**config.mk**
```make
export PLATFORM = sky130hd
export DESIGN_NAME = slave_reg_flat
export DESIGN_NICKNAME = d
export VERILOG_FILES = /design/src/rtl/slave_reg_pkg.sv /design/src/rtl/bus_if.sv /design/src/rtl/slave_reg_file.sv /design/src/rtl/slave_reg.sv /design/src/flat_wrapper.sv
export SDC_FILE = /design/constraint.sdc
export NUM_CORES = 1
export LEC_CHECK = 0
export ABC_CLOCK_PERIOD_IN_PS = 2800
export CAP_MARGIN = 10
export CORE_ASPECT_RATIO = 2
export CORE_MARGIN = 5
export CORE_UTILIZATION = 59
export DETAILED_ROUTE_END_ITERATION = 10
export GPL_ROUTABILITY_DRIVEN = 0
export PLACE_DENSITY_LB_ADDON = 0.15
export REMOVE_ABC_BUFFERS = 1
export SLEW_MARGIN = 20
export SYNTH_ARGS = -nofsm -noshare
export SYNTH_HDL_FRONTEND = slang
export SYNTH_SLANG_ARGS = --single-unit
```
**constraint.sdc**
```tcl
create_clock -name clk -period 2.8 [get_ports clk]
set_clock_uncertainty 0.1 [all_clocks]
set_input_delay 0.42 -clock clk [delete_from_list [all_inputs] [get_ports clk]]
set_output_delay 0.42 -clock clk [all_outputs]
set_load 0.02 [all_outputs]
```
**src/rtl/slave_reg_pkg.sv**
```systemverilog
// Shared types and constants for the slave_reg register-file bus slave.
package slave_reg_pkg;

    localparam int WORD_BYTES = 4;
    localparam int STATS_W    = 16;
    localparam int ADDR_W     = 16;
    localparam int DATA_W     = 32;

    typedef enum logic [1:0] {
        S_IDLE = 2'd0,
        S_WAIT = 2'd1,
        S_RESP = 2'd2
    } state_t;

    typedef struct packed {
        logic [ADDR_W-1:0] addr;
        logic              read;
        logic              write;
        logic [DATA_W-1:0] write_data;
        logic              hit;
        logic [ADDR_W-1:0] idx;
    } req_t;

    // Conflicting direction, or any real transfer that misses the register window.
    function automatic logic req_is_error(input req_t r);
        return (r.read && r.write) || ((r.read || r.write) && !r.hit);
    endfunction

    function automatic logic req_is_read(input req_t r);
        return r.read && !r.write && r.hit;
    endfunction

    function automatic logic req_is_write(input req_t r);
        return r.write && !r.read && r.hit;
    endfunction

endpackage

```
**src/rtl/bus_if.sv**
```systemverilog
// Simple valid/ready register bus between a master and slave_reg.
interface bus_if;
    logic        valid;
    logic        read;
    logic        write;
    logic [15:0] addr;
    logic [31:0] write_data;
    logic        ready;
    logic [31:0] read_data;
    logic        error;

    modport master (
        output valid, read, write, addr, write_data,
        input  ready, read_data, error
    );

    modport slave (
        input  valid, read, write, addr, write_data,
        output ready, read_data, error
    );
endinterface

```
**src/rtl/slave_reg_file.sv**
```systemverilog
// NUM_REGS x 32-bit storage: synchronous write, asynchronous read, register 0 tap.
module slave_reg_file #(
    parameter int NUM_REGS = 8
) (
    input  logic        clk,
    input  logic        reset,
    input  logic        wr_en,
    input  logic [15:0] wr_idx,
    input  logic [31:0] wr_data,
    input  logic [15:0] rd_idx,
    output logic [31:0] rd_data,
    output logic [31:0] reg0_q
);

    localparam int AW = (NUM_REGS > 1) ? $clog2(NUM_REGS) : 1;

    logic [31:0] regs [NUM_REGS];

    always_ff @(posedge clk or negedge reset) begin
        if (!reset) begin
            for (int i = 0; i < NUM_REGS; i++) begin
                regs[i] <= '0;
            end
        end else if (wr_en && (wr_idx < 16'(NUM_REGS))) begin
            regs[wr_idx[AW-1:0]] <= wr_data;
        end
    end

    assign rd_data = (rd_idx < 16'(NUM_REGS)) ? regs[rd_idx[AW-1:0]] : '0;
    assign reg0_q  = regs[0];

endmodule

```
**src/rtl/slave_reg.sv**
```systemverilog
// Bus slave with a word-addressed register file and programmable wait states.
// Optional build macro SLAVE_REG_STATS_EN adds saturating write/read/error counters.
module slave_reg
    import slave_reg_pkg::*;
#(
    parameter int          NUM_REGS    = 8,
    parameter logic [15:0] BASE_ADDR   = 16'h0010,
    parameter int          WAIT_CYCLES = 1
) (
    input  logic               clk,
    input  logic               reset,
    bus_if.slave               busa,
    output logic [DATA_W-1:0]  reg0_q
`ifdef SLAVE_REG_STATS_EN
    ,
    output logic [STATS_W-1:0] wr_count,
    output logic [STATS_W-1:0] rd_count,
    output logic [STATS_W-1:0] err_count
`endif
);

    localparam logic [16:0] END_ADDR  = 17'(BASE_ADDR) + 17'(WORD_BYTES * NUM_REGS);
    localparam logic [3:0]  WAIT_LOAD = (WAIT_CYCLES > 0) ? 4'(WAIT_CYCLES - 1) : 4'd0;

    state_t             state;
    req_t               req;
    req_t               req_in;
    req_t               rd_req;
    logic [3:0]         wait_cnt;
    logic [DATA_W-1:0]  rd_data;
    logic               wr_en;

    always_comb begin
        req_in            = '0;
        req_in.addr       = busa.addr;
        req_in.read       = busa.read;
        req_in.write      = busa.write;
        req_in.write_data = busa.write_data;
        req_in.hit        = (busa.addr[1:0] == 2'b00) && (busa.addr >= BASE_ADDR) &&
                            ({1'b0, busa.addr} < END_ADDR);
        req_in.idx        = (busa.addr - BASE_ADDR) >> 2;
    end

    // With zero wait states the read is loaded on the capture edge, so look at the incoming request.
    assign rd_req = (state == S_IDLE) ? req_in : req;
    assign wr_en  = (state == S_RESP) && req_is_write(req);

    slave_reg_file #(
        .NUM_REGS (NUM_REGS)
    ) u_file (
        .clk     (clk),
        .reset   (reset),
        .wr_en   (wr_en),
        .wr_idx  (req.idx),
        .wr_data (req.write_data),
        .rd_idx  (rd_req.idx),
        .rd_data (rd_data),
        .reg0_q  (reg0_q)
    );

    always_ff @(posedge clk or negedge reset) begin
        if (!reset) begin
            state          <= S_IDLE;
            req            <= '0;
            wait_cnt       <= '0;
            busa.ready     <= 1'b0;
            busa.error     <= 1'b0;
            busa.read_data <= '0;
        end else begin
            busa.ready <= 1'b0;
            busa.error <= 1'b0;
            case (state)
                S_IDLE: begin
                    if (busa.valid) begin
                        req      <= req_in;
                        wait_cnt <= WAIT_LOAD;
                        if (WAIT_CYCLES > 0) begin
                            state <= S_WAIT;
                        end else begin
                            state <= S_RESP;
                            if (req_is_read(req_in)) busa.read_data <= rd_data;
                        end
                    end
                end
                S_WAIT: begin
                    if (wait_cnt == 4'd0) begin
                        state <= S_RESP;
                        if (req_is_read(req)) busa.read_data <= rd_data;
                    end else begin
                        wait_cnt <= wait_cnt - 4'd1;
                    end
                end
                S_RESP: begin
                    busa.ready <= 1'b1;
                    busa.error <= req_is_error(req);
                    state      <= S_IDLE;
                end
                default: state <= S_IDLE;
            endcase
        end
    end

`ifdef SLAVE_REG_STATS_EN
    function automatic logic [STATS_W-1:0] sat_inc(input logic [STATS_W-1:0] v);
        return (v == {STATS_W{1'b1}}) ? v : v + 1'b1;
    endfunction

    always_ff @(posedge clk or negedge reset) begin
        if (!reset) begin
            wr_count  <= '0;
            rd_count  <= '0;
            err_count <= '0;
        end else if (state == S_RESP) begin
            if (req_is_error(req))      err_count <= sat_inc(err_count);
            else if (req_is_write(req)) wr_count  <= sat_inc(wr_count);
            else if (req_is_read(req))  rd_count  <= sat_inc(rd_count);
        end
    end
`endif

endmodule

```
**src/flat_wrapper.sv**
```systemverilog
// flat-port wrapper written by rule: the top's interface ports become plain ports
module slave_reg_flat import slave_reg_pkg::*;
#(
    parameter int          NUM_REGS    = 8,
    parameter logic [15:0] BASE_ADDR   = 16'h0010,
    parameter int          WAIT_CYCLES = 1
)
  (clk, reset, reg0_q, busa_valid, busa_read, busa_write, busa_addr, busa_write_data, busa_ready, busa_read_data, busa_error);
  bus_if busa_i ();
  input  logic clk;
  input  logic reset;
  output logic [DATA_W-1:0] reg0_q;
  input wire logic [$bits(busa_i.valid)-1:0] busa_valid;
  input wire logic [$bits(busa_i.read)-1:0] busa_read;
  input wire logic [$bits(busa_i.write)-1:0] busa_write;
  input wire logic [$bits(busa_i.addr)-1:0] busa_addr;
  input wire logic [$bits(busa_i.write_data)-1:0] busa_write_data;
  output wire logic [$bits(busa_i.ready)-1:0] busa_ready;
  output wire logic [$bits(busa_i.read_data)-1:0] busa_read_data;
  output wire logic [$bits(busa_i.error)-1:0] busa_error;
  assign busa_i.valid = busa_valid;
  assign busa_i.read = busa_read;
  assign busa_i.write = busa_write;
  assign busa_i.addr = busa_addr;
  assign busa_i.write_data = busa_write_data;
  assign busa_ready = busa_i.ready;
  assign busa_read_data = busa_i.read_data;
  assign busa_error = busa_i.error;
  slave_reg #(.NUM_REGS(NUM_REGS), .BASE_ADDR(BASE_ADDR), .WAIT_CYCLES(WAIT_CYCLES)) u_core (.clk(clk), .reset(reset), .busa(busa_i), .reg0_q(reg0_q));
endmodule
```
Word-level counts from Yosys, hierarchy flattened. Index checks and enable logic that the tools add are counted.

Add/subtract/negate cells: 2. Magnitude comparators: 7. Eq/ne operators: 5. Mux-type cells: 16. Bitwise logic cells: 2. Reduce and logical (&&, ||, !) cells: 24.

Operators by type and width (number): $bwmux W256 (1); $mux W32 (4); $bmux W32 S3 (1); $demux W32 S3 (1); $ge A16 B5 Y1 const B (1); $lt A16 B4 Y1 const B (1); $lt A16 B6 Y1 const B (1); $sub A16 B5 Y16 const B (1); $lt A14 B4 Y1 const B (1); $mux W14 (1); $logic_and A1 B1 Y1 (11); $ge A4 B4 Y1 const B (2); $mux W4 (2); $not A3 Y4 (2); $pmux W4 S2 (1); $reduce_and A3 Y1 (2); $logic_not A2 Y1 (2); $logic_not A4 Y1 (1); $lt A4 B1 Y1 const B (1); $mux W2 (2); $ne A2 B2 Y1 const B (2); $pmux W2 S2 (1); $reduce_and A2 Y1 (2); $sub A4 B1 Y4 const B (1); 7 further kinds (11).

Bits in registers: 345. Bits of input ports: 53. Output and inout port bits: 66.

Logic depth before layout (Yosys ltp).
Depth after elaboration: 7. Mapped depth: 9. Depth with buffers taken out: 8.

Cells and area by module. A second synthesis with hierarchy kept.

Cell total of the unflattened synthesis: 1116. Area total of the unflattened synthesis: 15647.5 um^2.

Modules (own cells, without submodules): slave_reg_file (times used 1, cells each 742, area each 11826.3 um^2, sequential area each 6406.1 um^2); slave_reg (times used 1, cells each 374, area each 3821.2 um^2, sequential area each 2227.1 um^2).

Worst setup path after synthesis. OpenSTA, ideal clock, no wires.

Path type: input port to flip-flop. Start point: input port busa_addr[5]. End point: register u_core.busa.read_data[0]. Library setup time: 0.066 ns. Arrival: 2.106 ns. Setup slack: 0.529 ns. Cell stages on the path: 9. Path buffers: 2. Cells stage by stage: inv_1 ha_1 clkbuf_1 nand4b_1 a221oi_1 o22ai_1 a211oi_4 buf_6 a22o_1.

Longest elaborated chain between the ends: 4.

Ends and longest elaborated chain: start, declared (RTL line flat_wrapper.sv:16) `input wire logic [$bits(busa_i.addr)-1:0] busa_addr;`; $sub A16 B5 Y16 (RTL line slave_reg.sv:41) `req_in.idx = (busa.addr - BASE_ADDR) >> 2;`; $mux W14 (RTL line slave_reg.sv:45) `assign rd_req = (state == S_IDLE) ? req_in : req;`; $lt A16 B4 Y1 (RTL line slave_reg_file.sv:29) `assign rd_data = (rd_idx < 16'(NUM_REGS)) ? regs[rd_idx[AW-1:0]] : '0;`; $mux W32 (RTL line slave_reg_file.sv:29); end signal, assigned (RTL line slave_reg.sv:81) `if (req_is_read(req_in)) busa.read_data <= rd_data;`; end signal, assigned (RTL line slave_reg.sv:88) `if (req_is_read(req)) busa.read_data <= rd_data;`; end, declared (RTL line bus_if.sv:19) `output ready, read_data, error`.

No other way between the ends. A chain may end at the register's enable or synchronous reset.

Final worst setup path.
Start point: register u_core.req[11] (netlist bit). End point: register u_core.u_file.regs[216] (netlist bit).

Longest elaborated chain between the ends: 2.

Ends and longest elaborated chain: start, declared (RTL line slave_reg.sv:26) `req_t req;`; start signal, assigned (RTL line slave_reg.sv:75) `req <= req_in;`; $lt A14 B4 Y1 (RTL line slave_reg_file.sv:24) `end else if (wr_en && (wr_idx < 16'(NUM_REGS))) begin`; $logic_and A1 B1 Y1 (RTL line slave_reg_file.sv:24); end signal, assigned by index (RTL line slave_reg_file.sv:25) `regs[wr_idx[AW-1:0]] <= wr_data;`; end, declared (RTL line slave_reg_file.sv:17) `logic [31:0] regs [NUM_REGS];`.

No other way between the ends.

==> results.json <==
{
  "async_reset_ff_share_pct": 100,
  "cts.repair.resized": 0,
  "setup_viol": 0,
  "period_share_pct": 88.2,
  "leakagePower_nw": 9.44,
  "fillers": 1938,
  "tns_ns": 0,
  "antenna_found_initial": 0,
  "synth_cell_types": 41,
  "drv_cap": 0,
  "die-area_um2": 30700,
  "yosys_warnings": 0,
  "fp.dieW_um": 126,
  "synth_top_area_share_pct": 53.9,
  "cts.sinks": 345,
  "postPlaceCellArea_um2": 17600,
  "cts_tree": "done",
  "io_pins": 119,
  "hold_viol": 0,
  "pwr-share-comb_pct": 25.0,
  "ys_top_cells_by_area": "dfrtp_1 54%, mux2_2 19%, mux2i_1 12%, nand2_1 3.2%, buf_4 2.6%",
  "drive_gt1_share_pct": 29.4,
  "intPower_mw": 9.63,
  "crit_path_end_kind": "flop",
  "hold_path_class": "primary input to async pin",
  "dr.pass1.iters": 4,
  "required_ns": 3.14,
  "clock_latency_ns": 0.56,
  "synth-seq-cells": 345,
  "antenna_left": 0,
  "pwr_density_cell_nw_per_um2": 748,
  "numPortBuffers": 118,
  "max_slew_margin_pct": 59.4,
  "path_clk_slew_ns": 0.06,
  "ir_worst_vdd_uv": 634,
  "switching_power_mw": 4.40,
  "yosysSeqAreaShare_pct": 53.9,
  "pwr-share-clk_pct": 32.1,
  "status": "finished, final reports clean",
  "p_total_mw": 14.0,
  "grt_pass1_wl_um": 56400,
  "grt_util_all_layers_pct": 22.8,
  "drt_iter0_drc": 389,
  "avgSynthCellArea_um2": 13.3,
  "startpoint_type": "flop",
  "cp_max_fo": 32,
  "n_antenna_cell": 0,
  "via_per_inst": 5.77,
  "start_util_pct": 59.5,
  "wl_um": 34600,
  "synth_flop_cell": "dfrtp_1",
  "worst_pin_slew_ns": 0.609,
  "grt.overflow.total": 0,
  "synth.most_common_cell": "dfrtp_1",
  "syn-instance-count": 1201,
  "dp_slack_ns": -0.142,
  "route.detailed.wl_per_inst_um": 20.7,
  "clockBufferDepth": 3,
  "crit_arrival_ns": 2.81,
  "slew_viol_final": 0,
  "area_growth_pct": 17.1,
  "finalNonFillerCells": 1671,
  "drc": 0,
  "rsz0062_at_grt": "no",
  "rows": 85,
  "grt_max_degree": 93,
  "htreeDepth": 1,
  "yosysTopAreaCell": "dfrtp_1",
  "cts_root_buf": "clkbuf_16",
  "worst-setup-path-type": "flop to flop",
  "synth_edf_count": 0,
  "grt_pass1_vias": 10500,
  "vias": 9650,
  "dp_cells": 1615,
  "syn-cell-area_um2": 16000,
  "cts-buffers-inserted": 30,
  "pwr-share-seq_pct": 42.9,
  "finalInstanceArea_um2": 18800,
  "synth_common_cells": "345 x dfrtp_1, 272 x mux2_2, 194 x mux2i_1",
  "swShare_pct": 31.4,
  "period_minus_slack_ns": 2.47,
  "die_y_um": 243,
  "fmax_mhz": 405,
  "layout.nets": 1358,
  "core_um2": 26900,
  "dp_hpwl_um": 21600,
  "final.setup.worst_slack_ns": 0.331
}
## layout make-up
type	count	area [um2]	share of cell area, %
clock buffers	44	915	4.88
clock inverters	11	180	0.961
inverters	6	22.5	0.120
multi-input cells	751	6740	36.0
flip-flops and latches	345	8630	46.0
well taps	348	435	2.32
repair buffers	166	1820	9.73
## per-stage QoR
| stage | utilization [%] | hold WS (ns) |
|---|---|---|
| 3_3_place_gp | 65.6 | 0.234 |
| 5_1_grt | 69.7 | 0.276 |
| 4_1_cts | 69.7 | 0.229 |
| 2_1_floorplan | - | 0.0244 |
| 3_5_place_dp | 65.6 | 0.238 |
| 6_report | 69.7 | 0.243 |
## registers in the layout (all words and copies together) (netlist names)
register and cells:
u_core.busa.error 1, u_core.busa.read_data 32, u_core.busa.ready 1, u_core.req 49, u_core.state 2, u_core.u_file.reg0_q 32, u_core.u_file.regs 224, u_core.wait_cnt 4
## metal layers
metal  vias up  share of wire, %  track usage (%)
met5         -                 0                0
met4         0               2.5             7.17
met3        65               3.7             3.01
met2       178                54             41.8
met1      4987                40             27.5
li1       4420                 -                -
## path summary, 6_finish.rpt
| kind | startpoint | slack (ns) | depth (start not counted) | to |
|---|---|---|---|---|
| min reg2reg | u_core.req[5] | 0.38 | 2 | u_core.req[5] |
| max | u_core.req[11] | 0.33 | 6 | u_core.u_file.regs[216] |
| max reg2reg | u_core.req[11] | 0.33 | 6 | u_core.u_file.regs[216] |
| max in group asynchronous | reset | 1.53 | 3 | u_core.u_file.regs[198] |
| min | reset | 0.24 | 2 | u_core.u_file.reg0_q[18] |
| min in group clk | busa_write_data[20] | 0.29 | 3 | u_core.req[37] |
## what timing repair did
item	CTS	global route
endpoints found under the hold margin	39	0
buffers inserted	0	0
hold buffers	1	0
## critical path, cell delays in order, from the launching register on
cell     delay [ns]
dfrtp_1        0.38
nor4_1         0.27
nand2_1        0.21
or4_4          0.54
nor3_4         0.18
buf_12         0.28
mux2_2         0.37
## placed cells by master (no fill, tap or decap), types with 2 or more instances in the layout
cell type / Yosys / layout
inv_1: 6 / 6
mux2_2: 272 / 272
nand3b_1: 2 / 2
buf_4: 56 / 25
nor3_1: 5 / 5
nor4_1: 3 / 3
xnor2_1: 5 / 5
clkinv_2: 0 / 6
a31oi_1: 2 / 2
nor2_4: 0 / 6
a22o_1: 32 / 32
mux2i_4: 0 / 2
clkdlybuf4s50_1: 0 / 117
nor2_1: 20 / 20
clkbuf_8: 0 / 9
buf_12: 0 / 22
xor2_1: 5 / 5
nand3_1: 2 / 2
mux2_1: 18 / 18
clkbuf_16: 0 / 31
nand2b_1: 4 / 4
nor3_4: 3 / 3
nand4b_1: 4 / 4
clkbuf_1: 19 / 4
o21ai_0: 14 / 14
nand2_1: 137 / 136
bufinv_16: 0 / 5
mux2i_1: 194 / 192
ha_1: 5 / 5
or4_4: 2 / 2
dfrtp_1: 345 / 345
## power groups by stage
stage	sequential, mW	clock [mW]	combinational (mW)
after detailed placement	6.11	0	3.53
after CTS	6.02	4.61	3.54
final	6.02	4.51	3.50
after global placement	6.09	0	3.48
after global routing	6.11	4.80	3.75
after floorplan	5.86	0	1.78
## logic make-up after synthesis
kind of cell,synth area share (%)
mux,32.5
flops,53.9
simple gates,5.47
fa+ha+maj,0.391
compound gates,2.82
xor+xnor,0.547
buf+inv,4.31
Note: power is estimated with default switching activity, not from simulation.
